### src/rtl/sram_sp_arb_2m.sv
// Two-master arbiter and sequencer for the single-port 16384x32 byte-enabled SRAM wrapper.
// One access per cycle; read data returns with fixed latency, tagged to the issuing master.
module sram_sp_arb_2m #(
    parameter int FIXED_PRIO = 0,
    parameter int REG_OUT    = 0
) (
    input  logic        CLK,
    input  logic        RST,
    input  logic        m0_req,
    output logic        m0_ready,
    input  logic        m0_we,
    input  logic [3:0]  m0_be,
    input  logic [13:0] m0_addr,
    input  logic [31:0] m0_wdata,
    output logic        m0_rvalid,
    output logic [31:0] m0_rdata,
    input  logic        m1_req,
    output logic        m1_ready,
    input  logic        m1_we,
    input  logic [3:0]  m1_be,
    input  logic [13:0] m1_addr,
    input  logic [31:0] m1_wdata,
    output logic        m1_rvalid,
    output logic [31:0] m1_rdata,
    input  logic [31:0] sram_q,
    output logic        SRAM_CEN,
    output logic        SRAM_GWEN,
    output logic [3:0]  SRAM_BEN,
    output logic [13:0] SRAM_A,
    output logic [31:0] SRAM_D
);

    typedef struct packed {
        logic        we;
        logic [3:0]  be;
        logic [13:0] addr;
        logic [31:0] wdata;
    } mreq_t;

    mreq_t       sel;
    logic        gnt_valid;
    logic        gnt_id;
    logic        rr_ptr_q, rr_ptr_d;
    logic [13:0] a_q, a_d;
    logic [31:0] d_q, d_d;
    logic        rd_go;
    logic        s1_rd_q, s1_own_q;
    logic        ret_v, ret_own;
    logic [31:0] ret_data;
    logic [31:0] hold0_q, hold1_q;

    // rr_ptr_q names the master that wins the next tie; it moves only when someone is granted.
    always_comb begin
        // NOTE: every signal gets a default first, so no path leaves it unassigned (no latch).
        gnt_valid = 1'b0;
        gnt_id    = 1'b0;
        if (!RST) begin
            case ({m1_req, m0_req})
                2'b01:   gnt_valid = 1'b1;
                2'b10:   begin gnt_valid = 1'b1; gnt_id = 1'b1; end
                2'b11:   begin gnt_valid = 1'b1; gnt_id = (FIXED_PRIO != 0) ? 1'b0 : rr_ptr_q; end
                default: ;
            endcase
        end
        m0_ready = gnt_valid & ~gnt_id;
        m1_ready = gnt_valid & gnt_id;
        rr_ptr_d = gnt_valid ? ~gnt_id : rr_ptr_q;
        sel      = gnt_id ? {m1_we, m1_be, m1_addr, m1_wdata}
                          : {m0_we, m0_be, m0_addr, m0_wdata};
    end

    always_comb begin
        SRAM_CEN  = 1'b1;
        SRAM_GWEN = 1'b1;
        SRAM_BEN  = 4'hF;
        a_d       = a_q;
        d_d       = d_q;
        rd_go     = 1'b0;
        if (gnt_valid) begin
            a_d = sel.addr;
            d_d = sel.wdata;
            if (!sel.we) begin
                SRAM_CEN = 1'b0;
                rd_go    = 1'b1;
            end else if (sel.be != 4'h0) begin
                SRAM_CEN  = 1'b0;
                SRAM_GWEN = 1'b0;
                SRAM_BEN  = ~sel.be;
            end
        end
    end

    // Forced to zero during reset, before the hold registers have had an edge to clear.
    assign SRAM_A = RST ? 14'h0 : a_d;
    assign SRAM_D = RST ? 32'h0 : d_d;

    always_ff @(posedge CLK) begin
        if (RST) begin
            // NOTE: state updates use <= so every register samples the pre-edge values.
            rr_ptr_q <= 1'b0;
            a_q      <= 14'h0;
            d_q      <= 32'h0;
            s1_rd_q  <= 1'b0;
            s1_own_q <= 1'b0;
            hold0_q  <= 32'h0;
            hold1_q  <= 32'h0;
        end else begin
            rr_ptr_q <= rr_ptr_d;
            a_q      <= a_d;
            d_q      <= d_d;
            s1_rd_q  <= rd_go;
            s1_own_q <= gnt_id;
            if (m0_rvalid) hold0_q <= ret_data;
            if (m1_rvalid) hold1_q <= ret_data;
        end
    end

    if (REG_OUT != 0) begin : g_reg_out
        logic        s2_rd_q, s2_own_q;
        logic [31:0] s2_data_q;

        always_ff @(posedge CLK) begin
            if (RST) begin
                s2_rd_q  <= 1'b0;
                s2_own_q <= 1'b0;
            end else begin
                s2_rd_q  <= s1_rd_q;
                s2_own_q <= s1_own_q;
            end
        end

        // NOTE: the data register is left unreset; it is only ever observed alongside s2_rd_q.
        always_ff @(posedge CLK) begin
            s2_data_q <= sram_q;
        end

        assign ret_v    = s2_rd_q;
        assign ret_own  = s2_own_q;
        assign ret_data = s2_data_q;
    end else begin : g_pass
        assign ret_v    = s1_rd_q;
        assign ret_own  = s1_own_q;
        assign ret_data = sram_q;
    end

    assign m0_rvalid = ~RST & ret_v & ~ret_own;
    assign m1_rvalid = ~RST & ret_v & ret_own;
    assign m0_rdata  = RST ? 32'h0 : (m0_rvalid ? ret_data : hold0_q);
    assign m1_rdata  = RST ? 32'h0 : (m1_rvalid ? ret_data : hold1_q);

endmodule

### config.mk
export PLATFORM = sky130hd
export DESIGN_NAME = sram_sp_arb_2m
export DESIGN_NICKNAME = d
export VERILOG_FILES = /design/src/rtl/sram_sp_arb_2m.sv
export SDC_FILE = /design/constraint.sdc
export NUM_CORES = 1
export LEC_CHECK = 0
export ABC_AREA = 1
export CORE_AREA = 2 2 127 129
export DETAILED_ROUTE_END_ITERATION = 16
export DIE_AREA = 0 0 129 131
export PLACE_DENSITY = 0.69
export SLEW_MARGIN = 40
export SYNTH_ARGS = -nofsm -noshare
export SYNTH_HDL_FRONTEND = slang
export SYNTH_SLANG_ARGS = --single-unit
### constraint.sdc
create_clock -name CLK -period 1.5 [get_ports CLK]
set_input_delay 0.225 -clock CLK [delete_from_list [all_inputs] [get_ports CLK]]
set_output_delay 0.225 -clock CLK [all_outputs]
set_load 0.01 [all_outputs]
==> results of run 1 <==
## sequential cells by signal, summed over array words and instances (netlist names)
signal / cells
a_q: 14
ret_v: 1
hold0_q: 32
hold1_q: 32
rr_ptr_q: 1
d_q: 32
ret_own: 1
## cells in the mapped netlist
| cell type | n | share of area (%) |
|---|---|---|
| sky130_fd_sc_hd__a21oi_1 | 43 | 4.7 |
| sky130_fd_sc_hd__a21oi_2 | 2 | 0.38 |
| sky130_fd_sc_hd__a21oi_4 | 1 | 0.35 |
| sky130_fd_sc_hd__buf_12 | 3 | 1.3 |
| sky130_fd_sc_hd__buf_2 | 13 | 1.4 |
| sky130_fd_sc_hd__buf_4 | 11 | 1.8 |
| sky130_fd_sc_hd__buf_6 | 5 | 1.2 |
| sky130_fd_sc_hd__clkbuf_1 | 8 | 0.65 |
| sky130_fd_sc_hd__dfxtp_1 | 113 | 49 |
| sky130_fd_sc_hd__inv_1 | 5 | 0.41 |
| sky130_fd_sc_hd__inv_2 | 2 | 0.16 |
| sky130_fd_sc_hd__inv_4 | 1 | 0.14 |
| sky130_fd_sc_hd__inv_6 | 1 | 0.19 |
| sky130_fd_sc_hd__nand2_1 | 262 | 21 |
| sky130_fd_sc_hd__nand2_2 | 20 | 2.7 |
| sky130_fd_sc_hd__nand2_4 | 2 | 0.49 |
| sky130_fd_sc_hd__nand3_1 | 7 | 0.76 |
| sky130_fd_sc_hd__nor2_1 | 47 | 3.8 |
| sky130_fd_sc_hd__nor2_2 | 4 | 0.55 |
| sky130_fd_sc_hd__nor2_4 | 1 | 0.25 |
| sky130_fd_sc_hd__nor2_8 | 1 | 0.44 |
| sky130_fd_sc_hd__o21ai_0 | 8 | 0.87 |
| sky130_fd_sc_hd__o21ai_1 | 60 | 6.5 |
## critical path, cell delays in order, from the launching register on
cell	delay (ns)
sky130_fd_sc_hd__dfxtp_2	0.35
sky130_fd_sc_hd__inv_2	0.05
sky130_fd_sc_hd__nor2_4	0.24
sky130_fd_sc_hd__buf_6	0.14
sky130_fd_sc_hd__buf_6	0.11
sky130_fd_sc_hd__buf_12	0.14
sky130_fd_sc_hd__nand2_4	0.07
sky130_fd_sc_hd__o21ai_2	0.08
sky130_fd_sc_hd__buf_2	0.17
## report_power, final
part           leakage (nW)  switching [mW]  total [mW]  internal, mW
registers             0.924          0.0439        3.19          3.15
logic                  3.80           0.864        1.85         0.986
clock network         0.285            1.55        4.13          2.58
total                  5.00            2.45        9.17          6.72
## layout make-up
cell class              count  area [µm²]  area share [%]
repair buffers            441        4230            40.5
multi-input cells         458        3050            29.1
flip-flops and latches    113        2270            21.7
clock buffers              20         467            4.46
well taps                 216         270            2.58
clock inverters            12         131            1.26
inverters                   9        43.8           0.419
diodes                      1        2.50          0.0239
## layout by cell type, fill, tap and decap left out, types with 2 or more instances in the layout
cell type / netlist / final
sky130_fd_sc_hd__nand2_2: 20 / 43
sky130_fd_sc_hd__buf_6: 5 / 89
sky130_fd_sc_hd__a21oi_2: 2 / 32
sky130_fd_sc_hd__buf_16: 0 / 3
sky130_fd_sc_hd__dfxtp_1: 113 / 110
sky130_fd_sc_hd__buf_8: 0 / 15
sky130_fd_sc_hd__nor2_2: 4 / 6
sky130_fd_sc_hd__o21ai_2: 0 / 33
sky130_fd_sc_hd__dfxtp_2: 0 / 3
sky130_fd_sc_hd__inv_2: 2 / 3
sky130_fd_sc_hd__clkbuf_16: 0 / 17
sky130_fd_sc_hd__buf_12: 3 / 23
sky130_fd_sc_hd__buf_2: 13 / 85
sky130_fd_sc_hd__nand2_4: 2 / 48
sky130_fd_sc_hd__o21ai_4: 0 / 32
sky130_fd_sc_hd__clkinvlp_4: 0 / 4
sky130_fd_sc_hd__nand2_1: 262 / 193
sky130_fd_sc_hd__clkbuf_8: 0 / 3
sky130_fd_sc_hd__nor2_1: 47 / 42
sky130_fd_sc_hd__o21ai_1: 60 / 2
sky130_fd_sc_hd__bufinv_16: 0 / 2
sky130_fd_sc_hd__clkinv_2: 0 / 3
sky130_fd_sc_hd__dlygate4sd2_1: 0 / 2
sky130_fd_sc_hd__clkdlybuf4s50_1: 0 / 134
sky130_fd_sc_hd__buf_4: 11 / 89
sky130_fd_sc_hd__a21oi_1: 43 / 12
sky130_fd_sc_hd__nand3_1: 7 / 3
sky130_fd_sc_hd__nor2_4: 1 / 4
sky130_fd_sc_hd__a21oi_4: 1 / 2
sky130_fd_sc_hd__nand3_2: 0 / 4
sky130_fd_sc_hd__inv_1: 5 / 4
sky130_fd_sc_hd__inv_6: 1 / 2
## repair_timing
action / in CTS / in global routing
gates resized for setup: 659 / 243
buffers inserted: 122 / 59
setup endpoints to repair: 120 / 134
pin swaps: 24 / 32
gates cloned: 7 / 0
## worst max-delay path by stage
stage,from,to,slack (ns),cells past startpoint
after floorplan,rr_ptr_q,SRAM_D[17],0.07,10
after global placement,m1_req,SRAM_D[19],-0.86,9
after detailed placement,m1_req,SRAM_D[31],-0.93,9
after CTS,rr_ptr_q,SRAM_A[10],-0.51,9
after global routing,rr_ptr_q,SRAM_D[11],-0.56,10
final,ret_own,m1_rdata[21],-0.49,8
## cell families (layout without fill, tap and decap cells)
logic type	count (synthesis)	count (layout)	share of synthesized area [%]
AOI/OAI and AO/OA	114	114	12.9
buffers and inverters	49	482	7.31
DFF	113	113	49.3
other	0	1	0
and+or+nand+nor	344	344	30.5
## per-layer routing
layer | part of all wire [%] | up-vias | routed length, µm
li1 | - | 2803 | -
met3 | 9.8 | 70 | 2240
met5 | 0 | - | 0
met1 | 38 | 2793 | 8590
met2 | 49 | 316 | 11100
met4 | 4.0 | 0 | 903
## metrics by stage
stage                     cells  total power, mW  setup WS, ns
after floorplan             620             3.79        0.0657
after global placement     1115             4.66        -0.858
after detailed placement   1115             4.67        -0.927
after CTS                  1276             8.94        -0.511
after global routing       1270             9.49        -0.556
final                      1270             9.17        -0.486
==> reports/results.txt, run 1 <==
The worst setup path is of the reg2out kind. After detailed routing, the average wire length per cell comes to 18.0 µm. Yosys printed 0 warnings.

Setup repair after global routing could not meet its margin everywhere. The run gives 1 as the number of antenna violations at the first check in global routing. The worst setup path is launched from a register. The overall routing resource usage was 22.0%; the required time reported for the critical path endpoint was 1.27 ns.

For the count of final hold-check violations, the log shows 0. Headroom to the max-slew limit came out at 65.6%. The finished cells cover 10500 µm².

The core region is 15600 µm². The tools report the final-layout fill cell count as 1080. The class of the tightest hold or removal check was in2reg. The minimum setup slack in the final design came out at -0.486 ns. For the placed instance area, the log shows 7740 µm². The number of I/O port buffers works out to 257. Hold repair after CTS inserted 0 buffers.

In the global route stage, met3 resource usage came out at 7.41%. The depth of the worst register-to-register path is 10, and the hold path depth is 4. For this run, the detailed router's first-pass iteration total came to 4.

After global routing the overflow that remains totals 0. The first routing iteration left 335 violations. The tools report the total number of vias as 5982. Number of synthesized register bits: 113.

The final layout contains routed wiring with a total length of 22.8 mm. The number of nets in the synthesized netlist is 758. For hold timing, the worst endpoint is rr_ptr_q. The tools report the number of top-level pins as 258.

Based on the critical path, the design can be clocked at up to 504 MHz. In this run the remaining antenna-violating nets after routing total 0. The die covers 16900 µm².

The tools report the pin count of the biggest net entering global routing as 46. STA classifies the critical path endpoint as a primary output. Detailed placement finished with a half-perimeter wire length of 10.7 mm. The launching point of the worst reg2reg path was ret_own.

The run finished, with violations left. The final critical path time including I/O delays and setup is 1.99 ns. The tools report the hold path startpoint as m1_req.

For this run, design rule violations remaining after detail routing come to 0. The tools report the cell chosen for the clock root as sky130_fd_sc_hd__clkbuf_16. The reg-to-reg critical path endpoint was hold1_q[30].

CTS built an H-tree with a depth of 4. The tools report the number of pins exceeding their max-slew limit in the final report as 0. Setup total negative slack on the finished layout was measured at -44.06 ns.

The layout cell share with drive strength beyond 1 was 52.2%. Once the floorplan was initialized, standard cells occupied 29.4% of the core. The transition time at the pin with the least slew margin was 0.516 ns; the hold slack was 0.248 ns. The floorplan step set the die width to 129 µm. The synthesized netlist occupies a cell area of 4590 µm².

The run gives -0.14 ns as the register-to-register setup slack. The number of max-capacitance violations reported was 0. The die extent in y is 131 µm.

The total power divided by cell area works out to 877 nW/µm². For the floorplan row count, the log shows 46. For this run, the post-layout net count is 1178. The clock input transition at the sequential cells of the worst setup and hold paths is 0.06 ns. The sequential cell area fraction in the yosys report is 49.3%, and the final worst-path cycle share is 132%. Measured on the finished design, the core utilization comes to 67.1%. The tools report the clock latency on the worst-skew pair as 0.42 ns.

In this run the worst path has a maximum fanout of 5. Met1 global-route usage: 23.6%. The standby leakage power was 5.00 nW; the global-route wire length before repair was 28.9 mm. In the synthesized netlist, the number of instances is 620. The largest clock skew in the final design is 0.0125 ns, and the post-synthesis average cell area is 7.40 µm².

Clock tree synthesis found a total of 113 sinks. Setup violations remaining at the end of the flow were counted as 125. No sink is reached through more buffers than the 2 on the longest clock path.

The number of clock buffers added by TritonCTS is 17. VDD sags by at most 0.749 mV. After global routing, the most crowded layer is met2. The congestion estimate from routability-driven global placement came to 0.815. The critical path arrival was 1.76 ns; the mean number of vias per cell was 4.71.

The synthesized netlist contains 23 unique library cells. Number of global-route vias before repair: 5634. The checks that failed: setup timing. The area overhead of the layout relative to synthesis works out to 128%. TritonCTS built the clock tree. The global routing met2 resource utilization was 40.5%.
(Power assumes the default switching activity.)
==> run 2, diff against run 1 <==
--- a/config.mk
+++ b/config.mk
@@ -6,6 +6,7 @@
 export NUM_CORES = 1
 export LEC_CHECK = 0
 export ABC_AREA = 1
+export CAP_MARGIN = 10
 export CORE_AREA = 2 2 127 129
 export DETAILED_ROUTE_END_ITERATION = 16
 export DIE_AREA = 0 0 129 131
==> constraint.sdc (replaced) <==
create_clock -name CLK -period 2 [get_ports CLK]
set_input_delay 0.3 -clock CLK [delete_from_list [all_inputs] [get_ports CLK]]
set_output_delay 0.3 -clock CLK [all_outputs]
set_load 0.01 [all_outputs]
==> reports/results.txt, run 2 (synthesis gave the netlist of run 1 again) <==
The analysis attributes to cell leakage a power of 4.18 nW. The total overflow reported by the global router was 0. Once the floorplan was initialized, standard cells occupied 29.4% of the core. In this run the critical register-to-register path is captured at d_q[20].

The number of pins exceeding their max-slew limit in the final report came out at 0. The layout cell share with drive strength beyond 1 was 42.3%. The global-route wire length before repair was 25.7 mm; the mean number of vias per cell was 4.39. The number of max-capacitance violations reported was 0. The total power divided by cell area works out to 737 nW/µm².

The placeable core area was 15600 µm². For the total power draw, the log shows 6.67 mW. The tools report the endpoint class of the critical path as a primary output. Hold path startpoint: m1_req.

The path with the worst hold slack has its endpoint at rr_ptr_q. The run gives 0 as the number of antenna violations at the first check in global routing. The logs give -0.122 ns for the minimum setup slack in the final design and 4 for the first-pass iteration count of the detailed router. After clock tree synthesis, the flow added hold-fix buffers numbering 0. The kind of launch point of the worst setup path is a register. The run finished, with violations left. The highest attainable clock frequency was 471 MHz.

TritonCTS built the clock tree. In the final routed layout, each cell accounts on average for 14.4 µm. The routed design could run at a clock period as short as 2.12 ns. The top cell types in the final layout, fill and taps aside, are 212 x sky130_fd_sc_hd__nand2_1, 134 x sky130_fd_sc_hd__clkdlybuf4s50_1, 110 x sky130_fd_sc_hd__dfxtp_1. The final reports fail on setup timing. The floorplan row count was 46. Relative to the synthesized area, the layout overhead comes to 97.2%. The final worst-path cycle share is 106%, and the count of final hold-check violations is 0. Counting along the longest clock path gives a buffer depth of 2. Across the VDD grid, the largest voltage drop is 0.552 mV.

The net count of the finished layout is 1118. Setup repair after global routing could not meet its margin everywhere. Along the worst path, the maximum fanout reaches 6.

The count of antenna-violating nets left after detailed routing is 0, and the register-to-register setup slack is -0.02 ns. The largest registers in the layout are d_q (32), hold0_q (32), hold1_q (32). The wire length reported by the detailed router was 17.4 mm; the depth of the worst register-to-register path was 17. The number of clock sinks seen by CTS is 113.

The antenna diode count is 0. The count of buffers added on input and output ports is 257. Setup violations remaining at the end of the flow were counted as 40.

For the clock latency on the worst-skew pair, the log shows 0.41 ns. The floorplan step set the die width to 129 µm. Deepest level of the CTS H-tree: 4.

Summed over all failing endpoints, the final setup total negative slack is -2.94 ns. The library cell used most frequently in the layout, excluding fill and tap cells, is sky130_fd_sc_hd__nand2_1. Counting instances, the worst hold path has a depth of 4. The number of global-route vias before repair is 5042. The transition time at the pin with the least slew margin came out at 0.544 ns. The run gives 1.82 ns as the critical path arrival. Critical setup path kind: reg2out.

In this run the tightest slew margin relative to its limit is 63.7%. Buffers inserted during clock tree synthesis total 17. The die covers 16900 µm². CTS placed an instance of sky130_fd_sc_hd__clkbuf_16 at the clock tree root.

For the violation count after the first detailed-routing iteration, the log shows 189. Largest clock skew in the final design: 0.00736 ns. For this design the top-level I/O count stands at 258. The path class of the tightest hold or removal check is in2reg. Global routing used 19.8% of the available tracks. The routed layout has 5307 vias. The run gives 1447 as the final-layout fill cell count. The worst register-to-register path begins at rr_ptr_q. Entering global routing, the biggest net connects 46 pins. The clock input transition at the sequential cells of the worst setup and hold paths was 0.05 ns; the required time reported for the critical path endpoint was 1.70 ns. The die is 131 µm tall. The congestion estimate from routability-driven global placement came to 0.815. For this run, design rule violations remaining after detail routing come to 0. The wire-length estimate of the detail-placed layout is 10.6 mm.
## run 2: cell count changes in the layout (fill, tap and decap cells not counted), moves of 7 or more
cell                       delta
sky130_fd_sc_hd__buf_2        +7
sky130_fd_sc_hd__buf_4       -15
sky130_fd_sc_hd__buf_6       -68
sky130_fd_sc_hd__clkbuf_2    +14
sky130_fd_sc_hd__nand2_1     +19
sky130_fd_sc_hd__nand2_2     +14
sky130_fd_sc_hd__nand2_4     -33
sky130_fd_sc_hd__o21ai_1     +37
sky130_fd_sc_hd__o21ai_2      -9
sky130_fd_sc_hd__o21ai_4     -31
## run 2: layout make-up
type,instances,area (µm²),area share [%]
Timing Repair Buffer,381,3440,38.0
Multi-Input combinational cell,458,2440,27.0
Sequential cell,113,2270,25.1
Clock buffer,24,482,5.33
Tap cell,216,270,2.99
Clock inverter,8,104,1.15
Inverter,9,43.8,0.484
## run 2: what timing repair did
action	in CTS	in global routing
setup buffers	43	20
pin swaps	20	20
endpoints found under the setup margin	120	102
resized for setup	517	130
endpoints found under the hold margin	0	0
cloned	10	0
## run 2: power breakdown
part / switching (mW) / leakage [nW] / internal (mW) / total, mW
sequential: 0.0283 / 0.924 / 2.36 / 2.39
clock: 1.07 / 0.273 / 1.93 / 3.00
combinational: 0.576 / 2.98 / 0.701 / 1.28
total: 1.67 / 4.18 / 5.00 / 6.67
## run 2: metrics by stage
| step | hold slack, ns | util (%) | setup slack (ns) | cells | cell area, µm² |
|---|---|---|---|---|---|
| final | 0.328 | 58.0 | -0.122 | 1209 | 9040 |
| after global routing | 0.315 | 58.0 | -0.223 | 1209 | 9040 |
| after CTS | 0.306 | 56.8 | -0.212 | 1200 | 8850 |
| after detailed placement | 0.464 | 49.6 | -0.540 | 1115 | 7740 |
| after global placement | 0.462 | 49.6 | -0.517 | 1115 | 7740 |
| after floorplan | 0.454 | - | 0.487 | 620 | 4590 |
## run 2: per-layer routing
layer  GRT usage (%)  routed length (µm)
met1            22.1                7210
met2            34.7                8550
met3            8.39                1500
met4            5.31                 168
met5               0                   0
## run 2: worst max path at each step
stage / from / endpoint / slack [ns] / depth (start not counted)
after CTS: rr_ptr_q / SRAM_A[4] / -0.21 / 13
after detailed placement: m0_req / SRAM_D[19] / -0.54 / 10
after global routing: rr_ptr_q / SRAM_A[10] / -0.22 / 12
after global placement: m1_req / SRAM_D[19] / -0.52 / 9
final: rr_ptr_q / SRAM_D[5] / -0.12 / 12
after floorplan: m1_req / SRAM_D[17] / 0.49 / 10
## run 2: critical path: stages, from the launching register on
cell and delay, ns:
sky130_fd_sc_hd__dfxtp_2 0.32, sky130_fd_sc_hd__inv_2 0.06, sky130_fd_sc_hd__nand2_4 0.06, sky130_fd_sc_hd__nand2_4 0.08
sky130_fd_sc_hd__inv_8 0.05, sky130_fd_sc_hd__buf_8 0.12, sky130_fd_sc_hd__buf_12 0.13, sky130_fd_sc_hd__buf_12 0.14
sky130_fd_sc_hd__nand2_2 0.05, sky130_fd_sc_hd__nand2_1 0.05, sky130_fd_sc_hd__a21oi_1 0.12, sky130_fd_sc_hd__nor2_1 0.07
sky130_fd_sc_hd__buf_2 0.17
==> run 3, diff against run 2 <==
--- a/config.mk
+++ b/config.mk
@@ -10,7 +10,8 @@
 export CORE_AREA = 2 2 127 129
 export DETAILED_ROUTE_END_ITERATION = 16
 export DIE_AREA = 0 0 129 131
-export PLACE_DENSITY = 0.69
+export DONT_BUFFER_PORTS = 1
+export PLACE_DENSITY = 0.47
 export SLEW_MARGIN = 40
 export SYNTH_ARGS = -nofsm -noshare
 export SYNTH_HDL_FRONTEND = slang
==> constraint.sdc (replaced) <==
create_clock -name CLK -period 2.6 [get_ports CLK]
set_input_delay 0.39 -clock CLK [delete_from_list [all_inputs] [get_ports CLK]]
set_output_delay 0.39 -clock CLK [all_outputs]
set_load 0.01 [all_outputs]
==> reports/results.txt, run 3 (synthesis gave the netlist of run 1 again) <==
In the layout the commonest cells are 262 x sky130_fd_sc_hd__nand2_1, 113 x sky130_fd_sc_hd__dfxtp_1, 60 x sky130_fd_sc_hd__o21ai_1. The first global-routing pass estimated 18.7 mm of wire. Global routing used 14.6% of the available tracks.

The repair_antennas step left the layout with diodes totalling 0. Entering global routing, the biggest net connects 66 pins. The tools report the cell chosen for the clock root as sky130_fd_sc_hd__clkbuf_16. STA classifies the critical path endpoint as a primary output.

The hold path startpoint was RST. After layout, the worst path uses 95.9% of the clock period. Summing over every cut layer, the via total after detailed routing is 3905. The critical setup path kind was reg2out. IR analysis of the VDD net gives a maximum drop of 0.600 mV. The initial utilization of the core area, before any placement, comes to 29.4%. Using the TritonRoute via totals, the vias-per-cell ratio works out to 4.67.

Counting every sink on the clock net gives 113. The top fanout value on the critical path is 36, and the final net count is 746. The half-perimeter wire length of the detailed placement result came out at 8.89 mm. The run finished with clean final reports.

For this run the aggregate overflow at the end of global routing stands at 0. The largest registers in the layout are d_q (32), hold0_q (32), hold1_q (32). The number of I/O port buffers was 0; the area overhead of the layout relative to synthesis was 14.8%. The number of pins exceeding their max-slew limit in the final report is 0.

For the violation count after the first detailed-routing iteration, the log shows 162. After detailed routing, the total wire length is 13.1 mm. The largest clock skew in the final design was 0.00691 ns; the number of antenna violations at the first check in global routing was 0. After detailed routing, the number of remaining DRC violations is 0.

The logs give 0.840 for the routability-driven placement congestion ratio and 0 for the number of max-capacitance violations reported. The global routing stage identified its most utilized layer as met2. Global routing consumed, on the met3 layer, 7.90% of the routing resources. 258 I/O pins were placed.

The area enclosed by the die boundary came out at 16900 µm². For the worst setup path, the data arrival time is 2.10 ns. The run gives 5 as the first-pass iteration count of the detailed router. Counting the buffers created by CTS gives 17. The die is 131 µm tall. The worst setup path is launched from a register. Summed over all cells, the static leakage comes to 2.15 nW. The layout cell share with drive strength beyond 1 is 11.6%, and the buffer levels on the longest clock path is 2. The post-layout instance count excluding filler cells came out at 836. The reg-to-reg critical path endpoint was d_q[21].

The depth of the worst register-to-register path was 7. The tools report the final standard cell utilization of the core as 33.8%. After floorplanning, the core was sized to cover 15600 µm². At the later pin of the worst-skew pair, clock insertion delay measures 0.41 ns. In this run the remaining antenna-violating nets after routing total 0. The count of final hold-check violations was 0. The hold path depth was 1. The run gives 57.3% as the relative max-transition margin. The floorplan has 46 rows.

Setup violations remaining at the end of the flow were counted as 0. The total power divided by cell area was 861 nW/µm²; the final sum of negative setup slack was 0 ns. The clock input transition at the sequential cells of the worst setup and hold paths works out to 0.05 ns. The final critical path time including I/O delays and setup is 2.49 ns. The required time reported for the critical path endpoint was 2.21 ns; the global routing met2 resource utilization was 25.5%.

The met1 global-route usage is 14.5%, and the register-to-register setup slack is 0.79 ns. The run gives 401 MHz as the highest attainable clock frequency. TritonCTS built the clock tree. The die span in x was 129 µm. Class of the tightest hold or removal check: in2reg. The worst hold path terminates at rr_ptr_q.

The post-placement cell count was 803; the transition time at the pin with the least slew margin was 0.640 ns. The H-tree was split into 4 levels. The run gives 3599 as the number of global-route vias before repair. The library cell used most frequently in the layout, excluding fill and tap cells, is sky130_fd_sc_hd__nand2_1.

The average wire length per cell after detail routing was 15.7 µm. After layout, the design draws a total of 4.54 mW. For this design, the CTS-stage hold fixing added 0 buffers. Setup repair after global routing left no endpoint under its margin.

The startpoint identified for the worst register-to-register timing path is rr_ptr_q.
[run 3: stage by stage]
stage                     area [µm²]  hold slack [ns]  setup slack, ns
final                           5270           0.0541            0.107
after floorplan                 4590            0.454            0.907
after detailed placement        4650            0.472            0.335
after CTS                       5260           0.0284           0.0476
after global placement          4650            0.471            0.389
after global routing            5270           0.0392          0.00367
[run 3: how the worst max path moves through the flow]
stage	start	endpoint	slack, ns	cells past startpoint
6_report	rr_ptr_q	SRAM_D[21]	0.11	7
5_1_grt	rr_ptr_q	SRAM_D[26]	0.004	9
3_5_place_dp	m0_req	SRAM_D[0]	0.33	6
4_1_cts	rr_ptr_q	SRAM_A[6]	0.05	7
2_1_floorplan	m1_req	SRAM_D[17]	0.91	10
3_3_place_gp	m0_req	SRAM_D[0]	0.39	6
[run 3: where the power goes]
| group | switching (mW) | internal [mW] | total [mW] |
|---|---|---|---|
| clock network | 0.792 | 1.55 | 2.34 |
| logic | 0.260 | 0.0944 | 0.354 |
| registers | 0.0210 | 1.82 | 1.84 |
[run 3: worst max-delay path, cell delays in order (launching register included)]
cell	delay, ns
sky130_fd_sc_hd__dfxtp_1	0.32
sky130_fd_sc_hd__inv_2	0.05
sky130_fd_sc_hd__nand2_2	0.10
sky130_fd_sc_hd__nand2_4	0.16
sky130_fd_sc_hd__inv_8	0.12
sky130_fd_sc_hd__nor2_2	0.53
sky130_fd_sc_hd__a21oi_1	0.13
sky130_fd_sc_hd__nor2_1	0.26
[run 3: final cells by class]
class	instances	area, µm²
Sequential cell	113	2260
Multi-Input combinational cell	460	2020
Timing Repair Buffer	7	77.6
Tap cell	216	270
Fill cell	1673	10300
Clock buffer	22	464
Clock inverter	9	133
Inverter	9	43.8
[run 3: repair_timing]
item / 4_1_cts / 5_1_grt
gates resized for setup: 0 / 1
setup buffers: 0 / 0
setup endpoints to repair: 6 / 26
cloned: 1 / 1
hold endpoints to repair: 0 / 0
pin swaps: 1 / 1
[run 3: layer usage]
layer  vias to the layer above  part of all wire, %
li1                       1956                    -
met1                      1702                   37
met2                       224                   48
met3                        23                   13
met4                         0                  2.0
met5                         -                    0
